**config.mk**
```make
export PLATFORM = sky130hd
export DESIGN_NAME = systolic_pe_mac_flat
export DESIGN_NICKNAME = d
export VERILOG_FILES = /design/src/rtl/systolic_pe_mac_if.sv /design/src/rtl/systolic_pe_mac.sv /design/src/flat_wrapper.sv
export SDC_FILE = /design/constraint.sdc
export NUM_CORES = 1
export LEC_CHECK = 0
export CAP_MARGIN = 10
export CELL_PAD_IN_SITES_DETAIL_PLACEMENT = 0
export CELL_PAD_IN_SITES_GLOBAL_PLACEMENT = 1
export CORE_MARGIN = 2
export CORE_UTILIZATION = 56
export CTS_CLUSTER_DIAMETER = 30
export CTS_CLUSTER_SIZE = 24
export DETAILED_ROUTE_END_ITERATION = 8
export DONT_BUFFER_PORTS = 1
export GPL_TIMING_DRIVEN = 0
export PLACE_DENSITY = 0.95
export SLEW_MARGIN = 20
export SYNTH_ARGS = -nofsm -noshare
export SYNTH_HDL_FRONTEND = slang
export SYNTH_SLANG_ARGS = --single-unit
```
**constraint.sdc**
```tcl
create_clock -name clk -period 7.6 [get_ports clk]
set_input_delay 1.52 -clock clk [delete_from_list [all_inputs] [get_ports clk]]
set_output_delay 1.52 -clock clk [all_outputs]
set_load 0.02 [all_outputs]
```
**src/rtl/systolic_pe_mac_if.sv**
```systemverilog
// Operand, forwarding and result signals of one systolic PE.
// slave is the PE side; master is the surrounding array / test environment.
interface systolic_pe_mac_if #(
  parameter int unsigned DW   = 16,
  parameter int unsigned ACCW = 32,
  parameter int unsigned LENW = 8
);
  logic            start;
  logic [LENW-1:0] len;
  logic            west_rv;
  logic [DW-1:0]   west_dat;
  logic            west_re;
  logic            north_rv;
  logic [DW-1:0]   north_dat;
  logic            north_re;
  logic            east_ff;
  logic            east_we;
  logic [DW-1:0]   east_dat;
  logic            south_ff;
  logic            south_we;
  logic [DW-1:0]   south_dat;
  logic            busy;
  logic            res_valid;
  logic [ACCW-1:0] res_data;
  logic            res_ack;

  modport slave (
    input  start, len, west_rv, west_dat, north_rv, north_dat, east_ff, south_ff, res_ack,
    output west_re, north_re, east_we, east_dat, south_we, south_dat, busy, res_valid,
           res_data
  );

  modport master (
    output start, len, west_rv, west_dat, north_rv, north_dat, east_ff, south_ff, res_ack,
    input  west_re, north_re, east_we, east_dat, south_we, south_dat, busy, res_valid,
           res_data
  );
endinterface

```
**src/rtl/systolic_pe_mac.sv**
```systemverilog
// Systolic PE: pops paired west/north operands, forwards them east/south and
// accumulates their signed product over len steps into a hold-until-ack result.
module systolic_pe_mac #(
  parameter int unsigned DW   = 16,
  parameter int unsigned ACCW = 32,
  parameter int unsigned LENW = 8
) (
  input logic               clk,
  input logic               rst_n,
  systolic_pe_mac_if.slave  io_bus
);

  typedef enum logic [1:0] {StIdle, StRun, StDone} state_e;

  state_e                 r_state;
  logic [ACCW-1:0]        r_acc;
  logic [LENW-1:0]        r_cnt;
  logic [LENW-1:0]        r_len;
  logic                   r_busy;
  logic                   r_res_valid;
  logic                   r_east_we;
  logic                   r_south_we;
  logic [DW-1:0]          r_east_dat;
  logic [DW-1:0]          r_south_dat;

  logic                   w_fire;
  logic [LENW:0]          w_cnt_inc;
  logic                   w_last;
  logic signed [2*DW-1:0] w_prod;
  logic signed [ACCW-1:0] w_prod_ext;

  // start wins over a same-cycle fire, so no operand is popped into an aborted tile
  always_comb begin
    w_fire = (r_state == StRun) & io_bus.west_rv & io_bus.north_rv &
             ~io_bus.east_ff & ~io_bus.south_ff & ~io_bus.start;
  end

  // One extra bit keeps len = 2^LENW-1 from wrapping before the compare
  always_comb begin
    w_cnt_inc  = {1'b0, r_cnt} + (LENW + 1)'(1);
    w_last     = w_fire & (w_cnt_inc == {1'b0, r_len});
    w_prod     = $signed(io_bus.west_dat) * $signed(io_bus.north_dat);
    w_prod_ext = ACCW'(w_prod);
  end

  always_ff @(posedge clk or negedge rst_n) begin
    if (!rst_n) begin
      r_state     <= StIdle;
      r_acc       <= '0;
      r_cnt       <= '0;
      r_len       <= '0;
      r_busy      <= 1'b0;
      r_res_valid <= 1'b0;
      r_east_we   <= 1'b0;
      r_south_we  <= 1'b0;
      r_east_dat  <= '0;
      r_south_dat <= '0;
    end else begin
      r_east_we  <= w_fire;
      r_south_we <= w_fire;
      if (io_bus.start) begin
        r_len       <= io_bus.len;
        r_cnt       <= '0;
        r_acc       <= '0;
        r_busy      <= 1'b1;
        if (io_bus.len == '0) begin
          r_state     <= StDone;
          r_res_valid <= 1'b1;
        end else begin
          r_state     <= StRun;
          r_res_valid <= 1'b0;
        end
      end else begin
        unique case (r_state)
          StIdle: ;
          StRun: begin
            if (w_fire) begin
              r_acc       <= r_acc + w_prod_ext;
              r_cnt       <= w_cnt_inc[LENW-1:0];
              r_east_dat  <= io_bus.west_dat;
              r_south_dat <= io_bus.north_dat;
              if (w_last) begin
                r_state     <= StDone;
                r_res_valid <= 1'b1;
              end
            end
          end
          StDone: begin
            if (io_bus.res_ack) begin
              r_state     <= StIdle;
              r_res_valid <= 1'b0;
              r_busy      <= 1'b0;
            end
          end
          default: begin
            r_state     <= StIdle;
            r_res_valid <= 1'b0;
            r_busy      <= 1'b0;
          end
        endcase
      end
    end
  end

  assign io_bus.west_re   = w_fire;
  assign io_bus.north_re  = w_fire;
  assign io_bus.east_we   = r_east_we;
  assign io_bus.south_we  = r_south_we;
  assign io_bus.east_dat  = r_east_dat;
  assign io_bus.south_dat = r_south_dat;
  assign io_bus.busy      = r_busy;
  assign io_bus.res_valid = r_res_valid;
  assign io_bus.res_data  = r_acc;

endmodule

```
**src/flat_wrapper.sv**
```systemverilog
// flat-port wrapper written by rule: the top's interface ports become plain ports
module systolic_pe_mac_flat 
#(
  parameter int unsigned DW   = 16,
  parameter int unsigned ACCW = 32,
  parameter int unsigned LENW = 8
)
  (clk, rst_n, io_bus_start, io_bus_len, io_bus_west_rv, io_bus_west_dat, io_bus_north_rv, io_bus_north_dat, io_bus_east_ff, io_bus_south_ff, io_bus_res_ack, io_bus_west_re, io_bus_north_re, io_bus_east_we, io_bus_east_dat, io_bus_south_we, io_bus_south_dat, io_bus_busy, io_bus_res_valid, io_bus_res_data);
  systolic_pe_mac_if #(.DW(DW), .ACCW(ACCW), .LENW(LENW)) io_bus_i ();
  input logic clk;
  input logic rst_n;
  input wire logic [$bits(io_bus_i.start)-1:0] io_bus_start;
  input wire logic [$bits(io_bus_i.len)-1:0] io_bus_len;
  input wire logic [$bits(io_bus_i.west_rv)-1:0] io_bus_west_rv;
  input wire logic [$bits(io_bus_i.west_dat)-1:0] io_bus_west_dat;
  input wire logic [$bits(io_bus_i.north_rv)-1:0] io_bus_north_rv;
  input wire logic [$bits(io_bus_i.north_dat)-1:0] io_bus_north_dat;
  input wire logic [$bits(io_bus_i.east_ff)-1:0] io_bus_east_ff;
  input wire logic [$bits(io_bus_i.south_ff)-1:0] io_bus_south_ff;
  input wire logic [$bits(io_bus_i.res_ack)-1:0] io_bus_res_ack;
  output wire logic [$bits(io_bus_i.west_re)-1:0] io_bus_west_re;
  output wire logic [$bits(io_bus_i.north_re)-1:0] io_bus_north_re;
  output wire logic [$bits(io_bus_i.east_we)-1:0] io_bus_east_we;
  output wire logic [$bits(io_bus_i.east_dat)-1:0] io_bus_east_dat;
  output wire logic [$bits(io_bus_i.south_we)-1:0] io_bus_south_we;
  output wire logic [$bits(io_bus_i.south_dat)-1:0] io_bus_south_dat;
  output wire logic [$bits(io_bus_i.busy)-1:0] io_bus_busy;
  output wire logic [$bits(io_bus_i.res_valid)-1:0] io_bus_res_valid;
  output wire logic [$bits(io_bus_i.res_data)-1:0] io_bus_res_data;
  assign io_bus_i.start = io_bus_start;
  assign io_bus_i.len = io_bus_len;
  assign io_bus_i.west_rv = io_bus_west_rv;
  assign io_bus_i.west_dat = io_bus_west_dat;
  assign io_bus_i.north_rv = io_bus_north_rv;
  assign io_bus_i.north_dat = io_bus_north_dat;
  assign io_bus_i.east_ff = io_bus_east_ff;
  assign io_bus_i.south_ff = io_bus_south_ff;
  assign io_bus_i.res_ack = io_bus_res_ack;
  assign io_bus_west_re = io_bus_i.west_re;
  assign io_bus_north_re = io_bus_i.north_re;
  assign io_bus_east_we = io_bus_i.east_we;
  assign io_bus_east_dat = io_bus_i.east_dat;
  assign io_bus_south_we = io_bus_i.south_we;
  assign io_bus_south_dat = io_bus_i.south_dat;
  assign io_bus_busy = io_bus_i.busy;
  assign io_bus_res_valid = io_bus_i.res_valid;
  assign io_bus_res_data = io_bus_i.res_data;
  systolic_pe_mac #(.DW(DW), .ACCW(ACCW), .LENW(LENW)) u_core (.clk(clk), .rst_n(rst_n), .io_bus(io_bus_i));
endmodule
```
* Word-level counts from Yosys, hierarchy flattened
Index checks and enable logic that the tools add are counted.
** Word-level totals
- Register bits after elaboration :: 85
- Input bits :: 48
- Logic and storage cells :: 58
** Cells by class
- $add $sub $neg :: 2
- Multipliers :: 1
- Equality and inequality tests :: 8
- Multiplexer cells :: 20
- Bitwise logic cells :: 9
- Reduce and logical (&&, ||, !) cells :: 9
** Operator list (count)
- 2-to-1 mux 32 bit :: 3
- adder 32 bit :: 1
- multiplier 16 x 16 -> 32 bit :: 1
- 2-to-1 mux 8 bit :: 3
- 2-to-1 mux 2 bit :: 5
- adder 8 x 1 -> 9 bit (second input constant) :: 1
- equality test 9 x 8 -> 1 bit :: 1
- logical NOT 8 bit :: 1
- AND 1 bit :: 6
- 2-to-1 mux 1 bit :: 6
- != test 3 x 2 -> 1 bit (second input constant) :: 2
- one-hot mux 2 bit (3 select lines) :: 1
- AND reduction 2 bit :: 2
- AND reduction 4 bit :: 1
- nonzero test 2 bit :: 2
- != test 3 bit (second input constant) :: 1
- inverter 1 bit :: 3
- one-hot mux 1 bit (3 select lines) :: 1
- AND reduction 3 bit :: 1
- equality test 2 x 1 -> 1 bit (second input constant) :: 1
- equality test 2 bit (second input constant) :: 1
- logical NOT 2 bit :: 1
- != test 2 x 1 -> 1 bit (second input constant) :: 1
- != test 2 bit (second input constant) :: 1
- 2 further kinds :: 2

* Logic depth before layout (Yosys ltp)
- Word-level depth :: 11
- Gate-level depth with buffers :: 24

* Least setup slack after synthesis
OpenSTA, ideal clock, no wires.
- Path kind :: in2reg
- Start :: input io_bus_north_dat[1]
- End :: register u_core.r_acc[31] (netlist: u_core.io_bus.res_data[31])
- Setup time :: 0.094 ns
- Data arrival time :: 7.103 ns
- Required time :: 7.506 ns
- Path slack :: 0.403 ns
- Stages :: 22
- Path buffers :: 1
- Cells stage by stage :: clkbuf_1 nand2_1 inv_1 fa_1 inv_1 fa_1 inv_1 fa_1 fa_1 fa_1 inv_1 fa_1 inv_1 ha_1 and4_1 nand4_1 a2111oi_0 nor2_1 a21oi_2 a211oi_2 xnor2_1 a211oi_1
** Between the ends
- Cells in the longest elaborated chain, start to end :: 5
** Ends and longest elaborated chain
- from (decl) :: RTL line flat_wrapper.sv:17 : input wire logic [$bits(io_bus_i.north_dat)-1:0] io_bus_north_dat;
- multiplier 16 x 16 -> 32 bit :: RTL line systolic_pe_mac.sv:42 : w_prod = $signed(io_bus.west_dat) * $signed(io_bus.north_dat);
- adder 32 bit :: RTL line systolic_pe_mac.sv:78 : r_acc <= r_acc + w_prod_ext;
- 2-to-1 mux 32 bit :: RTL line systolic_pe_mac.sv:77 : if (w_fire) begin
- 2-to-1 mux 32 bit :: RTL line systolic_pe_mac.sv:74 : unique case (r_state)
- 2-to-1 mux 32 bit :: RTL line systolic_pe_mac.sv:61 : if (io_bus.start) begin
- to (signal assigned) :: RTL line systolic_pe_mac.sv:78
- to (decl) :: RTL line systolic_pe_mac.sv:16 : logic [ACCW-1:0] r_acc;
Every way passes these cells. The select of a mux whose other input is x is not followed.
A chain may end at the register's enable or synchronous reset.

* Worst setup path in the final report
- Start :: input io_bus_north_dat[1]
- End :: register u_core.r_acc[29] (netlist: u_core.io_bus.res_data[29])
The elaborated chain is that of the path after synthesis.

==> results.json <==
{
  "path_clk_slew_ns": 0.07,
  "synth.avg_cell_area_um2": 9.713,
  "drc": 0,
  "cts_tree": "yes",
  "cpPeakStageDelay_ns": 0.68,
  "multi_input_area_mm2": 0.01075,
  "syn-num-nets": 1913,
  "synth_seq_area_share": 0.1468,
  "placedInstanceArea_mm2": 0.01473,
  "drt-initial-drc-count": 709,
  "cts-root-buf": "clkbuf_16",
  "rows": 58,
  "htree_levels": 3,
  "dpl.hpwl_um": 31490,
  "core-area_mm2": 0.02511,
  "numCtsBuffers": 9,
  "rsz0062_at_grt": "no",
  "setup_viol": 0,
  "ant_nets": 0,
  "portBuffers": 0,
  "grt-ovfl-total": 0,
  "synth_ff_type": "dfrtp_1",
  "start_util": 0.5702,
  "antenna_found_initial": 2,
  "whs_path_depth": 1,
  "syn_inst": 1474,
  "reg2reg_depth": 18,
  "crit_path_top_delay_cell": "fa_2",
  "path_cells": "clkbuf_2 -> nand2_2 -> inv_1 -> fa_2 -> inv_1 -> fa_1 -> inv_2 -> fa_1 -> fa_1 -> fa_1 -> inv_1 -> fa_1 -> inv_1 -> ha_1 -> and4_2 -> nand4_1 -> a2111oi_1 -> nor2_1 -> a21oi_2 -> buf_4 -> a31oi_1 -> a41oi_1 -> a21oi_1",
  "clock_skew_ns": 0.01296,
  "syn_area_mm2": 0.01432,
  "synth_edf_count": 0,
  "fin_crit_sh": 0.9646,
  "hold_class": "flip-flop to flip-flop",
  "worstSkewPairLatency_ns": 0.36,
  "cts_sinks": 84,
  "finalHoldViolations": 0,
  "io_pins": 118,
  "fin_ws_ns": 0.2694,
  "async_reset_ff_frac": 1.000,
  "relSlewSlack": 0.2519,
  "nets": 1925,
  "slew_viol_final": 0,
  "wire_per_inst_um": 20.77,
  "clock.fmax_mhz": 136.4,
  "path_class": "input port to flip-flop",
  "via_per_inst": 5.592,
  "tightest_slew_ns": 1.118,
  "instances_no_fill": 1822,
  "setup_tns_ns": 0,
  "dieArea_mm2": 0.02686,
  "dr.pass1.iters": 5,
  "regArea_mm2": 0.002102,
  "post-route-cell-area_mm2": 0.01513,
  "cpMostUsedCell": "fa_1",
  "layout-drive-gt1-share": 0.06170,
  "die_y_um": 163.9,
  "cp.required_ns": 7.81,
  "status": "finished clean",
  "ys_seq_elements": 84,
  "place.gp.congestion": 0.9242,
  "syn_to_final_growth_pct": 5.655,
  "vias": 10190,
  "synth.distinct_cells": 58,
  "fillers": 2114,
  "grt_pass1_wl_um": 61620,
  "drt-total-wl_um": 37840,
  "ys_warn_count": 0,
  "die_w_um": 163.9,
  "worstSetupEndpointType": "flip-flop",
  "grt_pass1_vias": 11190,
  "grt_usage": 0.3051,
  "place_ws_ns": -0.6485,
  "clockBufferDepth": 2,
  "cp.arrival_ns": 7.54,
  "grt_max_degree": 85,
  "maxCapViolCount": 0,
  "placed_cells": 1804,
  "cp-start-kind": "input port",
  "crit_fanout": 10,
  "period_minus_slack_ns": 7.331
}
-- metrics by stage --
stage	hold slack [ns]	utilization
2_1_floorplan	0.4952	-
3_3_place_gp	0.5182	0.5866
3_5_place_dp	0.5278	0.5866
4_1_cts	0.5428	0.6016
5_1_grt	0.5719	0.6023
6_report	0.5381	0.6024
-- critical path, delay by kind of cell --
| kind | cells | cell delay (ns) |
|---|---|---|
| adder cells (fa/ha/maj) | 7 | 3.67 |
| AO/OA/AOI/OAI | 5 | 0.86 |
| buffers and inverters | 7 | 0.80 |
| AND/OR/NAND/NOR | 4 | 0.71 |
-- cell usage after synthesis (all sizes together) (19+ instances only) --
master  instances  share of area
fa            292           0.41
ha             99          0.087
and2          123          0.054
inv           336          0.088
o21ai          19         0.0077
a21oi          46          0.017
nor2           38          0.010
nand2         185          0.049
dfrtp          84           0.15
xnor2          33          0.020
clkbuf         44          0.012
mux2           40          0.031
-- cells in the final DEF, fill, tap and decap left out, types with 7 or more instances in the layout --
cell type / count
a21o_1: 8
fa_1: 291
xor2_1: 17
a211oi_1: 8
and2_1: 123
clkbuf_16: 9
a21oi_1: 43
ha_1: 98
xnor2_1: 33
dfrtp_1: 84
nand3_1: 7
nor2_1: 38
clkbuf_1: 36
inv_1: 334
clkbuf_2: 7
mux2_2: 40
nor3_1: 9
o21ai_0: 12
nand2_1: 184
-- flip-flops by register name (all words and copies together), names as in the netlist --
signal	count
u_core.io_bus.res_data	32
u_core.io_bus.east_dat	16
u_core.io_bus.south_dat	16
u_core.r_cnt	8
u_core.r_len	8
u_core.io_bus.busy	1
u_core.io_bus.east_we	1
u_core.io_bus.res_valid	1
u_core.r_state	1
-- what timing repair did --
action / in CTS / in global routing
buffers inserted: 1 / 0
pin swaps: 1 / 1
hold buffers: 0 / 0
gates resized for setup: 6 / 16
endpoints found under the setup margin: 5 / 6
-- cell type report --
type | count | area share
sequential | 84 | 0.1390
buffer | 54 | 0.01481
multi-input combinational | 1000 | 0.7110
tap | 330 | 0.02730
clock buffer | 10 | 0.01580
clock inverter | 6 | 0.007858
inverter | 336 | 0.08363
antenna | 1 | 0.0001654
timing repair buffer | 1 | 0.0004963
-- path summary, 6_finish.rpt --
check                                      startpoint                    endpoint  slack, ns
max in group asynchronous                       rst_n   u_core.io_bus.east_dat[6]       6.61
max reg2reg                u_core.io_bus.res_data[15]  u_core.io_bus.res_data[23]       2.09
min                                   u_core.r_len[0]             u_core.r_len[0]       0.54
max                               io_bus_north_dat[1]  u_core.io_bus.res_data[29]       0.27
min in group asynchronous                       rst_n  u_core.io_bus.res_data[28]       0.86
min reg2reg                           u_core.r_len[0]             u_core.r_len[0]       0.54
-- metal layers --
metal	routed length, um	global-route usage
met1	15190	0.4120
met3	3514	0.07525
met5	0	0
met2	17490	0.4748
met4	1643	0.1284
-- cell families after synthesis --
group / count (synthesis) / synth area share
buffers and inverters: 390 / 0.1030
AOI/OAI and AO/OA: 120 / 0.05751
adders and majority gates: 391 / 0.4948
muxes: 40 / 0.03146
xor gates and xnor gates: 50 / 0.03059
DFF: 84 / 0.1468
and+or+nand+nor: 399 / 0.1357
Power is left out: the tool's default activity adds up to more than one toggle a clock period on the data nets, which glitch-free logic cannot reach.
